--- config.mk ---
export PLATFORM = sky130hd
export DESIGN_NAME = tm1638_display_driver
export DESIGN_NICKNAME = d
export VERILOG_FILES = /design/src/rtl/tm1638_display_driver_pkg.sv /design/src/rtl/tm1638_display_driver.sv
export SDC_FILE = /design/constraint.sdc
export NUM_CORES = 1
export LEC_CHECK = 0
export CAP_MARGIN = 20
export CORE_ASPECT_RATIO = 0.7
export CORE_MARGIN = 4
export CORE_UTILIZATION = 41
export CTS_CLUSTER_DIAMETER = 80
export DETAILED_ROUTE_END_ITERATION = 8
export DONT_BUFFER_PORTS = 1
export SYNTH_ARGS = -nofsm -noshare
export SYNTH_HDL_FRONTEND = slang
export SYNTH_SLANG_ARGS = --single-unit
--- constraint.sdc ---
create_clock -name i_Clk -period 3.2 [get_ports i_Clk]
set_input_delay 0.64 -clock i_Clk [delete_from_list [all_inputs] [get_ports i_Clk]]
set_output_delay 0.64 -clock i_Clk [all_outputs]
set_load 0.1 [all_outputs]
--- src/rtl/tm1638_display_driver_pkg.sv ---
// Shared TM1638 types and command bytes, plus the frame-builder FSM state encoding.
// No logic lives here.
package tm1638_types;
    typedef logic [7:0][7:0] segments_t;
    typedef logic [7:0]      leds_t;
    typedef logic [2:0]      grid_t;

    localparam logic [7:0] CMD_DATA_AUTO = 8'h40;
    localparam logic [7:0] CMD_ADDR0     = 8'hC0;
    localparam logic [7:0] CMD_DISP_ON   = 8'h88;
endpackage

package tm1638_driver_types;
    typedef enum logic [2:0] {
        S_IDLE = 3'd0,
        S_CMD  = 3'd1,
        S_ADDR = 3'd2,
        S_SEG  = 3'd3,
        S_LED  = 3'd4,
        S_CTRL = 3'd5
    } state_t;
endpackage

--- src/rtl/tm1638_display_driver.sv ---
// TM1638 frame builder: latches an image, emits 19 words (one per cycle) into the SPI FIFO; stalls while FIFO full.
// Optional TM1638_PERIODIC_REFRESH_EN re-sends the last image after REFRESH_CYCLES idle cycles.
module tm1638_display_driver
    import tm1638_types::*;
    import tm1638_driver_types::*;
#(
    parameter logic [2:0] BRIGHTNESS     = 3'd7,
    parameter int         REFRESH_CYCLES = 100000
) (
    input  logic        i_Clk,
    input  logic        i_Rst,
    input  segments_t   i_Segments,
    input  leds_t       i_Leds,
    input  logic        i_Valid,
    input  logic        i_SPI_FIFO_Full,
    output logic [17:0] o_Data,
    output logic        o_Write,
    output state_t      o_Diag_State,
    output grid_t       o_Diag_Grid,
    output segments_t   o_Diag_Segments,
    output leds_t       o_Diag_Leds
);

    if (REFRESH_CYCLES < 1) begin : g_bad_refresh
        $error("REFRESH_CYCLES must be at least 1");
    end

    state_t    state, state_nxt;
    grid_t     grid, grid_nxt;
    logic      pending;
    segments_t pend_seg, act_seg;
    leds_t     pend_led, act_led;
    logic      load;
    logic      refresh_hit;

`ifdef TM1638_PERIODIC_REFRESH_EN
    localparam int CNT_W = (REFRESH_CYCLES > 1) ? $clog2(REFRESH_CYCLES) : 1;
    logic [CNT_W-1:0] idle_cnt;

    // Counts only truly idle cycles; any frame activity restarts the interval.
    assign refresh_hit = (state == S_IDLE) && !pending &&
                         (idle_cnt == CNT_W'(REFRESH_CYCLES - 1));

    always_ff @(posedge i_Clk or negedge i_Rst) begin
        if (!i_Rst) begin
            idle_cnt <= '0;
        end else if (state != S_IDLE || pending || refresh_hit) begin
            idle_cnt <= '0;
        end else begin
            idle_cnt <= idle_cnt + 1'b1;
        end
    end
`else
    assign refresh_hit = 1'b0;
`endif

    assign o_Write = (state != S_IDLE) && !i_SPI_FIFO_Full;

    always_comb begin
        state_nxt = state;
        grid_nxt  = grid;
        load      = 1'b0;
        case (state)
            S_IDLE: begin
                if (pending) begin
                    load      = 1'b1;
                    state_nxt = S_CMD;
                end
            end
            S_CMD:  if (o_Write) state_nxt = S_ADDR;
            S_ADDR: if (o_Write) state_nxt = S_SEG;
            S_SEG:  if (o_Write) state_nxt = S_LED;
            S_LED: begin
                if (o_Write) begin
                    grid_nxt  = grid + 3'd1;
                    state_nxt = (grid == 3'd7) ? S_CTRL : S_SEG;
                end
            end
            S_CTRL: if (o_Write) state_nxt = S_IDLE;
            default: state_nxt = S_IDLE;
        endcase
    end

    // Word layout: {START, STOP, 8'h00, byte}; held stable while the FIFO is full.
    always_comb begin
        o_Data = '0;
        case (state)
            S_CMD:  o_Data = {2'b11, 8'h00, CMD_DATA_AUTO};
            S_ADDR: o_Data = {2'b10, 8'h00, CMD_ADDR0};
            S_SEG:  o_Data = {2'b00, 8'h00, act_seg[grid]};
            S_LED:  o_Data = {1'b0, (grid == 3'd7), 8'h00, 7'b0, act_led[grid]};
            S_CTRL: o_Data = {2'b11, 8'h00, CMD_DISP_ON | {5'b0, BRIGHTNESS}};
            default: o_Data = '0;
        endcase
    end

    always_ff @(posedge i_Clk or negedge i_Rst) begin
        if (!i_Rst) begin
            state    <= S_IDLE;
            grid     <= '0;
            pending  <= 1'b0;
            pend_seg <= '0;
            pend_led <= '0;
            act_seg  <= '0;
            act_led  <= '0;
        end else begin
            state <= state_nxt;
            grid  <= grid_nxt;
            if (i_Valid) begin
                pend_seg <= i_Segments;
                pend_led <= i_Leds;
            end
            // A strobe coinciding with the load must survive for the next frame.
            if (i_Valid || refresh_hit) begin
                pending <= 1'b1;
            end else if (load) begin
                pending <= 1'b0;
            end
            if (load) begin
                act_seg <= pend_seg;
                act_led <= pend_led;
            end
        end
    end

    assign o_Diag_State    = state;
    assign o_Diag_Grid     = grid;
    assign o_Diag_Segments = act_seg;
    assign o_Diag_Leds     = act_led;

endmodule

==> impl.org, run 1 <==
** Final layout
- Non-Filler Instances :: 708
- Antenna cell count :: 0
- Share of cells above drive strength 1 :: 42.5%
- Fill cell total of the finished layout :: 1295
- Final layout net count :: 574
- Relative to the synthesized area, the layout overhead comes to 23.8%.

** STA
- Max Clock Freq :: 329 MHz
- Setup repair after global routing missed its margin :: false
- Measured against its own limit, the worst slew margin works out to 47.2%.
- Final hold analysis gives a worst-case slack of -0.0752 ns.
- Post-route clock period utilization :: 94.9%
- Setup violations remaining at the end of the flow were counted as 0.
- For the pin with the worst max-slew slack, the measured transition is 0.793 ns.
- Across the routed clock network, the largest skew measured is 0.00766 ns.
- The final number of hold-violating endpoints came to 151.
- Final max-slew violation count :: 0
- Time the final worst path needs with I/O delays and setup :: 3.04 ns

** Yosys
- Seq/Total Area, Yosys :: 58.6%
- Averaged over all synthesized cells, the footprint is 15.6 um2.
- Post-synth top area share :: 58.6%
- Summing every instance area after synthesis gives 6450 um2.
- Share of flip-flops with an asynchronous set or reset after synthesis :: 100%
- Count of yosys warnings during synthesis :: 0
- Flops & latches, synth :: 151
- Number of synthesized flops with an enable pin :: 0
- dfrtp_1 is the most common cell in the netlist.
- In the synthesized netlist the dominant register cell turns out to be dfrtp_1.
- By count the netlist is led by dfrtp_1 (151), mux2_1 (74), mux2_2 (72), buf_4 (16), buf_2 (14).
- Post-Syn Instances :: 413
- By area the synthesized netlist is led by dfrtp_1 (59%), mux2_1 (13%), mux2_2 (13%).
- Post-synth cell types :: 34
- Largest area contributor in the netlist :: dfrtp_1

** Worst setup path
- Total buffers and inverters traversed by the critical path :: 1
- Cell class contributing the biggest share of worst-path delay :: flip-flops
- Ordered list of cells on the worst path :: mux4_2 -> o211ai_1 -> a21oi_4 -> buf_12
- The worst setup path is launched from a register.
- Largest fanout on the critical path :: 22
- The critical path in this run is classified as reg -> out.
- STA classifies the critical path endpoint as an output port.
- At the worst endpoint, the required time is 2.56 ns.
- Cell type of the slowest stage on the worst timing path :: dfrtp_2
- On the worst path, the slowest cell contributes a delay of 0.76 ns.
- Data arrives at the worst endpoint at 2.40 ns.

** CTS
- The H-tree was split into 4 levels.
- The tree is rooted in a clkbuf_16.
- Total CTS buffers :: 17
- The tree built by TritonCTS fans out to 151 sinks.
- After clock tree synthesis, the repair step resized 0 gates.
- CTS tree :: yes
- Number of buffers inserted by post-CTS setup repair :: 0
- The clock reaches the later pin of the worst-skew pair after 0.41 ns.
- In this run the deepest clock path goes through 2 buffers.
- Clock-pin slew was measured on the worst setup and hold paths at 0.06 ns.

** Floorplan
- The die is 158 um wide.
- Die area :: 17800 um2
- Row generation in the floorplan step produced 38 rows.
- In this run the vertical extent of the chip is 113 um.
- Core Region :: 15500 um2
- Starting utilization of the core area :: 41.8%
- For this design the top-level I/O count stands at 173.

** Drt
- Using the TritonRoute via totals, the vias-per-cell ratio works out to 5.15.
- Count of vias placed by the detailed router :: 3646
- Detailed-router iteration count before antenna repair :: 4
- After detailed routing, the average wire length per cell comes to 21.1 um.
- After the first detailed-routing iteration, the DRC count stood at 135.
- Wires add up to 14.9 mm.
- After detailed routing, the number of remaining DRC violations is 0.
- Number of nets with antenna violations after routing :: 0

** Status
- Outcome :: complete, but fails checks
- Violations in the final reports :: hold timing

** Placement
- Number of instances in the placed design :: 677
- Detailed placer's ending HPWL :: 10.6 mm
- Port Buf Inserts :: 0
- Last weighted congestion value of the routability-driven placer :: 0.772

** Flow run
- Max-cap violations in this run came to 0.

** GRT
- For this run, the total global-route usage over all layers was measured as 17.1%.
- The first global-routing pass estimated 23.0 mm of wire.
- For this run the aggregate overflow at the end of global routing stands at 0.
- The number of antenna violations at the first check in global routing was 2.
- Entering global routing, the biggest net connects 152 pins.
- The via count of the first global-routing pass came to 4007.

** Worst hold path
- The path class of the tightest hold or removal check is in -> async.
## cell families after synthesis
kind of cell / count (synthesis) / share of synthesized area, %
multiplexers: 172 / 33.0
flip-flops: 151 / 58.6
buffers and inverters: 36 / 3.41
AO/OA/AOI/OAI: 27 / 2.54
AND/OR/NAND/NOR: 23 / 1.88
adder cells (fa/ha/maj): 2 / 0.388
other: 1 / 0.0581
XOR/XNOR: 1 / 0.136
## path summary, 6_finish.rpt
check / startpoint / cells past startpoint / slack (ns) / to
setup / recovery: o_Diag_Grid[1] / 4 / 0.16 / o_Data[1]
hold reg to reg: pend_seg[60] / 1 / 0.49 / o_Diag_Segments[60]
hold / removal: i_Rst / 0 / -0.08 / pend_seg[47]
setup reg to reg: o_Diag_State[0] / 4 / 0.90 / o_Diag_Segments[53]
min in group i_Clk: i_SPI_FIFO_Full / 1 / 0.34 / o_Diag_State[2]
max in group asynchronous: i_Rst / 0 / 3.11 / o_Diag_Segments[12]
## routing by layer
layer	global-route usage [%]	wire length [um]	vias up
met3	7.68	1410	20
met4	5.17	174	4
li1	-	-	1660
met2	26.9	7040	116
met1	21.5	6270	1846
met5	0	23	-
## cell usage in the layout (no fill, tap or decap), types with 2 or more instances in the layout
cell       count
buf_12         8
nor3_1         3
mux2i_1       10
bufinv_16      3
nor2_2         2
mux2_2        72
a21oi_1       10
o22ai_1        2
nor2_1         3
mux2_1        74
o21bai_1       2
conb_1         8
nor2b_1        3
mux4_1         9
clkbuf_1       3
clkbuf_16     17
mux4_2         6
o211ai_1       3
dfrtp_1      148
nor2_4         2
buf_4         83
clkinv_2       3
ha_1           2
nand2_1        2
a21oi_4        3
dfrtp_2        3
nand3_1        4
nand2b_1       2
clkbuf_8       3
## state kept, by name, indices dropped and copies added, names as in the netlist
name / cells
o_Diag_Grid: 3
o_Diag_Leds: 8
o_Diag_Segments: 64
o_Diag_State: 3
pend_led: 8
pend_seg: 64
pending: 1
## through the flow
stage	setup WS, ns	area [um2]	util (%)	setup TNS, ns
floorplan	-0.193	6560	-	-0.193
global placement	0.620	7390	47.8	0
detailed placement	0.583	7390	47.8	0
CTS	0.127	7990	51.7	0
global route	0.0358	7990	51.7	0
finish	0.162	7990	51.7	0
## cell type report
type	count	area, um2	area share (%)
Sequential cell	151	3780	47.4
Multi-Input combinational cell	233	2560	32.1
Timing Repair Buffer	91	783	9.81
Clock buffer	23	478	5.98
Tap cell	200	250	3.13
Clock inverter	8	121	1.52
Inverter	2	7.51	0.0940
Power of run 1 is left out: the tool's default activity adds up to more than one toggle a clock period on the data nets, which glitch-free logic cannot reach.
==> inputs of run 2 (changes only) <==
--- a/config.mk
+++ b/config.mk
@@ -11,7 +11,7 @@
 export CORE_UTILIZATION = 41
 export CTS_CLUSTER_DIAMETER = 80
 export DETAILED_ROUTE_END_ITERATION = 8
-export DONT_BUFFER_PORTS = 1
+export PLACE_DENSITY = 0.69
 export SYNTH_ARGS = -nofsm -noshare
 export SYNTH_HDL_FRONTEND = slang
 export SYNTH_SLANG_ARGS = --single-unit
==> constraint.sdc (replaced) <==
create_clock -name i_Clk -period 3.6 [get_ports i_Clk]
set_input_delay 0.72 -clock i_Clk [delete_from_list [all_inputs] [get_ports i_Clk]]
set_output_delay 0.72 -clock i_Clk [all_outputs]
set_load 0.1 [all_outputs]
==> run 2 against run 1 <==
Against the previous run: the run now ends clean; global-route usage up 1.1 points; worst hold slack better by 0.44 ns; highest routed layer unchanged; cell area up 12%; sequential cell count unchanged; register-to-register slack better by 0.29 ns; non-clock buffer count up 78; wire length up 5.9%; clock-buffer cell count down 3.
==> impl.org, run 2 (synthesis gave the netlist of run 1 again) <==
** Status
- Outcome :: completed

** Placement
- The worst setup slack before clock tree synthesis came to 0.726 ns (+0.143 ns).
- The number of placed instances with taps included was 755 (+12%).
- Port Buf Inserts :: 164 (+164)
- Last weighted congestion value of the routability-driven placer :: 0.816 (+5.8%)
- The detailed placer's ending HPWL came to 11.4 mm (+7.7%).

** Floorplan
- Die X :: 158 um (unchanged)
- The core region area is 15500 um2 (unchanged).
- The number of standard-cell rows in the floorplan came to 38 (unchanged).
- The I/O pin count came to 173 (unchanged).
- The die outline height was 113 um (unchanged).
- The full die area was 17800 um2 (unchanged).
- Starting utilization of the core area :: 41.8% (unchanged)

** Worst setup path
- The biggest cell delay along the critical path is 0.77 ns (about the same).
- Cell class contributing the biggest share of worst-path delay :: multiplexers
- The startpoint identified for the worst register-to-register timing path is o_Diag_State[0].
- Required time worst endpoint :: 2.88 ns (+0.32 ns)
- Critical Path Start :: o_Diag_Grid[0]
- The internal reg-to-reg setup slack is 1.19 ns (+0.29 ns).
- Logic depth of the worst path, buffers included :: 4 (unchanged)
- Number of cells traversed by the worst register-to-register path :: 4 (unchanged)
- Endpoint type of the worst setup path :: output port
- The highest fanout seen on the critical path came to 13 (-41%).
- CP Launch Type :: register
- On the critical path, the stage with the largest delay is an instance of dfrtp_1.
- The endpoint identified for the worst register-to-register timing path is o_Diag_Segments[0].
- Data arrival time at the worst-slack endpoint :: 2.61 ns (+0.21 ns)
- Following the worst setup path forward leads to its endpoint at o_Data[6].
- The critical path buffer and inverter count came to 1 (unchanged).
- The critical path in this run is classified as reg -> out.
- Ordered list of cells on the worst path :: mux4_1 -> mux2i_1 -> a31oi_2 -> buf_12

** STA
- The final number of hold-violating endpoints is 0 (-100%).
- Finish-stage setup viols :: 0 (unchanged)
- Post-route clock period utilization :: 92.4%
- The actual transition at the worst max-transition pin came to 1.05 ns (+0.260 ns).
- Slew Limit Headroom :: 29.6% (-18 points)
- The max-slew violation total from the final report was 0 (unchanged).
- Static timing analysis puts the maximum clock frequency at 301 MHz.
- The worst path needs 3.33 ns of the cycle, external delays included.
- Setup repair after global routing left no endpoint under its margin.
- The worst setup margin came to 0.273 ns (+0.111 ns).
- The post-route clock skew was 0.00803 ns (+0.000377 ns).

** Final layout
- Area growth from synthesis to layout :: 38.5%
- The count of placed standard cells in the final layout, fillers left out is 787 (+11%).
- Highest-count cells in the layout ignoring fill and taps :: dfrtp_1 (151), clkdlybuf4s50_1 (145), mux2_1 (74), mux2_2 (72), clkbuf_16 (17)
- Most common cell after layout, fill and taps aside :: dfrtp_1
- Share of cells above drive strength 1 :: 24.7% (-18 points)
- Fill cell total of the finished layout :: 1221 (-5.7%)
- Final layout net count :: 652 (+14%)
- The total inserted antenna cells is 0 (unchanged).

** CTS
- The CTS clock-pin slew for the worst setup and hold paths is 0.06 ns (about the same).
- TritonCTS built the clock tree.
- The tree is rooted in a clkbuf_16.
- H-tree levels :: 4 (unchanged)
- Clk sinks :: 151 (unchanged)
- Maximum buffer depth of the clock tree :: 2 (unchanged)
- Number of cells upsized or downsized after cts :: 0 (unchanged)
- The number of buffers inserted during clock tree synthesis came to 17 (unchanged).
- The post-CTS setup repair buffer count is 0 (unchanged).
- Cts hold-fix bufs :: 0
- Source-to-sink clock delay at the later pin of the worst-skew pair :: 0.41 ns (about the same)

** Drt
- Detailed-route vias per instance :: 5.20 (+0.99%)
- The via count is 4093 (+12%).
- The residual antenna-violating net count after detailed routing was 0 (unchanged).
- Final routed wire length divided by cell count :: 20.1 um (-4.7%)
- Drt initial violations :: 155 (+15%)
- Detailed-router iteration count before antenna repair :: 4 (unchanged)
- The DRC violation count after routing is 0 (unchanged).
- Final wirelength :: 15.8 mm (+5.9%)

** Worst hold path
- Class of the most critical hold timing path :: in -> async

** GRT
- The overflow left after global routing came to 0 (unchanged).
- Antenna violations before repair :: 1 (-1)
- The maximum number of pins on one net before global-route repair was 89 (-41%).
- Via count of the first global-routing pass :: 4407 (+10%)
- Global-route total usage across every layer :: 18.2% (+1.1 points)
- The global-route wire length before repair came to 24.8 mm (+7.8%).

** Flow run
- The count of max-cap constraint violations came to 0 (unchanged).
## run 2: cell types whose count changed in the layout (fill, tap and decap cells not counted), sizes merged
cell | previous run | this run
inv | 2 | 6
clkdlybuf4s50 | 0 | 145
clkinvlp | 1 | 3
clkinv | 4 | 2
clkbuf | 23 | 20
buf | 91 | 24
## run 2: layout make-up
type	instances	area (um2)	area share, %
timing repair buffer	169	1770	19.8
tap	200	250	2.80
clock inverter	12	168	1.88
inverter	2	7.51	0.0840
clock buffer	20	447	5.00
sequential	151	3780	42.3
multi-input combinational	233	2510	28.1
## run 2: through the flow
stage / area [um2] / utilization [%] / hold WS (ns) / TNS [ns]
floorplan: 6510 / - / 0.424 / -0.0204
global placement: 8320 / 53.9 / 0.466 / 0
detailed placement: 8320 / 53.9 / 0.473 / 0
CTS: 8940 / 57.8 / 0.400 / 0
global route: 8940 / 57.8 / 0.423 / 0
finish: 8940 / 57.8 / 0.368 / 0
## run 2: worst min-delay path by stage
stage                            start  cells after the start                   to
after floorplan                  i_Rst                      0       o_Diag_Grid[0]
after global placement    pend_seg[55]                      1  o_Diag_Segments[55]
after detailed placement  pend_seg[19]                      1  o_Diag_Segments[19]
after CTS                        i_Rst                      1         pend_seg[25]
after global routing             i_Rst                      1         pend_seg[63]
final                            i_Rst                      1         pend_seg[63]
## run 2: layer usage
metal	share of wire (%)	GRT usage [%]	vias up
met5	0.082	0	-
met1	47	26.0	2115
met2	45	27.6	136
met4	0.87	4.43	2
li1	-	-	1825
met3	7.1	5.62	15
Power of run 2 is left out for the same reason.
==> inputs of run 3 (changes only) <==
--- a/config.mk
+++ b/config.mk
@@ -11,6 +11,7 @@
 export CORE_UTILIZATION = 41
 export CTS_CLUSTER_DIAMETER = 80
 export DETAILED_ROUTE_END_ITERATION = 8
+export GPL_TIMING_DRIVEN = 0
 export PLACE_DENSITY = 0.69
 export SYNTH_ARGS = -nofsm -noshare
 export SYNTH_HDL_FRONTEND = slang
==> run 3 against run 2 <==
Against the previous run: via count rose by 1.9%; sequential share of layout area decreased by 0.26 points; clock-buffer cell count shrank 2; critical path depth is 2 higher; wire length rose by 5.4%; clock skew up 0.0069 ns; register-to-register slack improved by 0.32 ns; worst setup slack worse by 0.067 ns; utilization up 0.36 points; cell count up 3.4%.
==> impl.org, run 3 (synthesis gave the netlist of run 1 again) <==
** Floorplan
- Core Region :: 15500 um2 (unchanged)
- The initial standard-cell utilization of the core was 41.8% (unchanged).
- Boundary Pins :: 173 (unchanged)
- The full die area is 17800 um2 (unchanged).
- The die outline height is 113 um (unchanged).
- The number of standard-cell rows in the floorplan was 38 (unchanged).
- Die X :: 158 um (unchanged)

** Final layout
- Total area of multi-input combinational cells :: 2510 um2 (about the same)
- The final non-filler cell area was 8990 um2 (+0.62%).
- Most common cell after layout, fill and taps aside :: clkdlybuf4s50_1
- The final net count is 679 (+4.1%).
- The fill cell total of the finished layout is 1204 (-1.4%).
- In the layout the commonest cells are clkdlybuf4s50_1 (152), dfrtp_1 (151), mux2_1 (74), mux2_2 (72), clkbuf_16 (17).
- Share of cells above drive strength 1 :: 26.1% (+1.4 points)
- Register Area :: 3780 um2 (unchanged)
- The total inserted antenna cells came to 0 (unchanged).
- Relative to the synthesized area, the layout overhead comes to 39.4%.
- The fraction of the core area covered by cells at the end of the flow came to 58.2% (+0.36 points).

** Worst setup path
- Startpoint of the worst-slack reg-to-reg timing path :: o_Diag_State[1]
- The cell that appears most often on the critical path is buf_2.
- CP Launch Type :: register
- The worst setup path is captured at an output port.
- Max incr delay on CP :: 0.87 ns (+0.10 ns)
- The slowest stage of the critical path belongs to the cell dlygate4sd2_1.
- Number of cells traversed by the worst register-to-register path :: 5 (+1)
- The highest fanout seen on the critical path is 10 (-3).
- The critical path required time is 2.88 ns (about the same).
- Ordered list of cells on the worst path :: buf_2 -> buf_2 -> mux4_1 -> mux2i_1 -> o21ai_2 -> dlygate4sd2_1
- Path type of the worst setup path :: reg -> out
- Worst R2R End :: o_Diag_Segments[26]
- Reg2Reg Setup Slack :: 1.51 ns (+0.32 ns)
- The worst path arrival time was 2.67 ns (+0.06 ns).

** Drt
- The residual antenna-violating net count after detailed routing is 0 (unchanged).
- The first-pass detailed-route iteration total was 4 (unchanged).
- Drt initial violations :: 152 (-1.9%)
- The number of vias per cell was 5.12 (-1.5%).
- The final wirelength was 16.7 mm (+5.4%).
- The DRC violation count after routing is 0 (unchanged).
- Count of vias placed by the detailed router :: 4169 (+1.9%)
- The average wire per cell in the routed design came to 20.5 um (+1.9%).

** CTS
- The TritonCTS sink count was 151 (unchanged).
- H-tree levels :: 4 (unchanged)
- Clock slew seen by the registers of the worst setup and hold paths :: 0.07 ns (about the same)
- The source-to-sink clock delay at the later pin of the worst-skew pair was 0.42 ns (about the same).
- Total CTS buffers :: 17 (unchanged)
- The buffer depth of the longest clock path came to 2 (unchanged).
- In this run the clock root is driven by a clkbuf_16.
- Cts hold-fix bufs :: 0 (unchanged)
- CTS tree :: yes

** Worst hold path
- Class of the most critical hold timing path :: in -> async

** STA
- Max Clock Freq :: 295 MHz (-2.0%)
- Minimum setup slack in the final design :: 0.206 ns (-0.0667 ns)
- The setup-violating endpoint count in the final report was 0 (unchanged).
- Slew Limit Headroom :: 29.5% (-0.087 points)
- The minimum clock period was 3.39 ns (+0.0667 ns).
- Total negative setup slack :: 0 ns (unchanged)
- The post-route clock skew was 0.0150 ns (+0.00693 ns).
- The final number of hold-violating endpoints came to 0 (unchanged).
- Final max-slew violation count :: 0 (unchanged)
- Transition time of the tightest slew-check pin :: 1.05 ns (+0.00130 ns)
- Setup repair after global routing missed its margin :: false
- Post-route clock period utilization :: 94.3% (+1.9 points)

** GRT
- The overflow left after global routing was 0 (unchanged).
- Antenna violations before repair :: 0 (-1)
- Pin count of the biggest net entering global routing :: 86 (-3.4%)
- The global-route wire length before repair is 26.1 mm (+5.3%).
- The global-route usage over all layers was 19.5% (+1.2 points).
- Via count of the first global-routing pass :: 4549 (+3.2%)

** Placement
- The detailed placer's ending HPWL came to 12.3 mm (+7.5%).
- Last weighted congestion value of the routability-driven placer :: 0.869 (+6.4%)
- Instance area at placement :: 8410 um2 (+1.1%)
- The worst setup slack before clock tree synthesis was -0.0401 ns (-0.766 ns).
- The number of I/O port buffers came to 162 (-1.2%).

** Status
- The run finished with clean final reports.

** Flow run
- The count of max-cap constraint violations is 0 (unchanged).
==> run 3: cell count changes in the layout (fill, tap and decap cells not counted), sizes merged <==
cell / delta
clkdlybuf4s15: +6
bufinv: -2
inv: +6
clkinvlp: -3
clkdlybuf4s50: +7
dlygate4sd2: +1
clkinv: +1
clkbuf: +1
dlymetal6s2s: +1
buf: +9
==> run 3: worst max-delay path by stage <==
stage	startpoint	slack [ns]	depth (start not counted)	endpoint
after floorplan	o_Diag_State[0]	-0.02	3	o_Data[17]
after global placement	i_Rst	-4.11	1	pend_seg[45]
after detailed placement	o_Diag_Grid[1]	-0.04	7	o_Data[2]
after CTS	o_Diag_Grid[2]	0.01	6	o_Data[0]
after global routing	o_Diag_Grid[2]	0.03	6	o_Data[7]
final	o_Diag_Grid[2]	0.21	6	o_Data[7]
==> run 3: area by class of cell <==
cell class	instances	share of cell area [%]
clock inverter	14	1.71
timing repair buffer	163	18.4
multi-input combinational	233	27.9
clock buffer	18	4.77
inverter	2	0.0835
buffer	33	2.31
tap	200	2.78
sequential	151	42.0
==> run 3: repair_timing <==
action,in CTS,in global routing
resized for setup,20,3
buffers inserted,0,0
setup endpoints to repair,8,3
==> run 3: through the flow <==
stage | cells | hold slack [ns]
5_1_grt | 814 | 0.408
2_1_floorplan | 420 | 0.424
3_5_place_dp | 783 | 0.473
4_1_cts | 815 | 0.386
6_report | 814 | 0.354
3_3_place_gp | 782 | 0.468
==> run 3: metal layers <==
layer	global-route usage (%)	share of wire (%)	vias up
li1	-	-	1871
met3	7.80	9.1	12
met1	27.0	45	2141
met5	0	0	-
met4	3.98	0.76	0
met2	29.3	45	145
==> run 3: worst max-delay path: cells and delay by family, from the launching register on <==
kind / cells / cell delay (ns)
buffers and inverters: 3 / 1.46
flip-flops: 1 / 0.37
multiplexers: 2 / 0.30
AO/OA/AOI/OAI: 1 / 0.13
Power of run 3 is left out for the same reason.
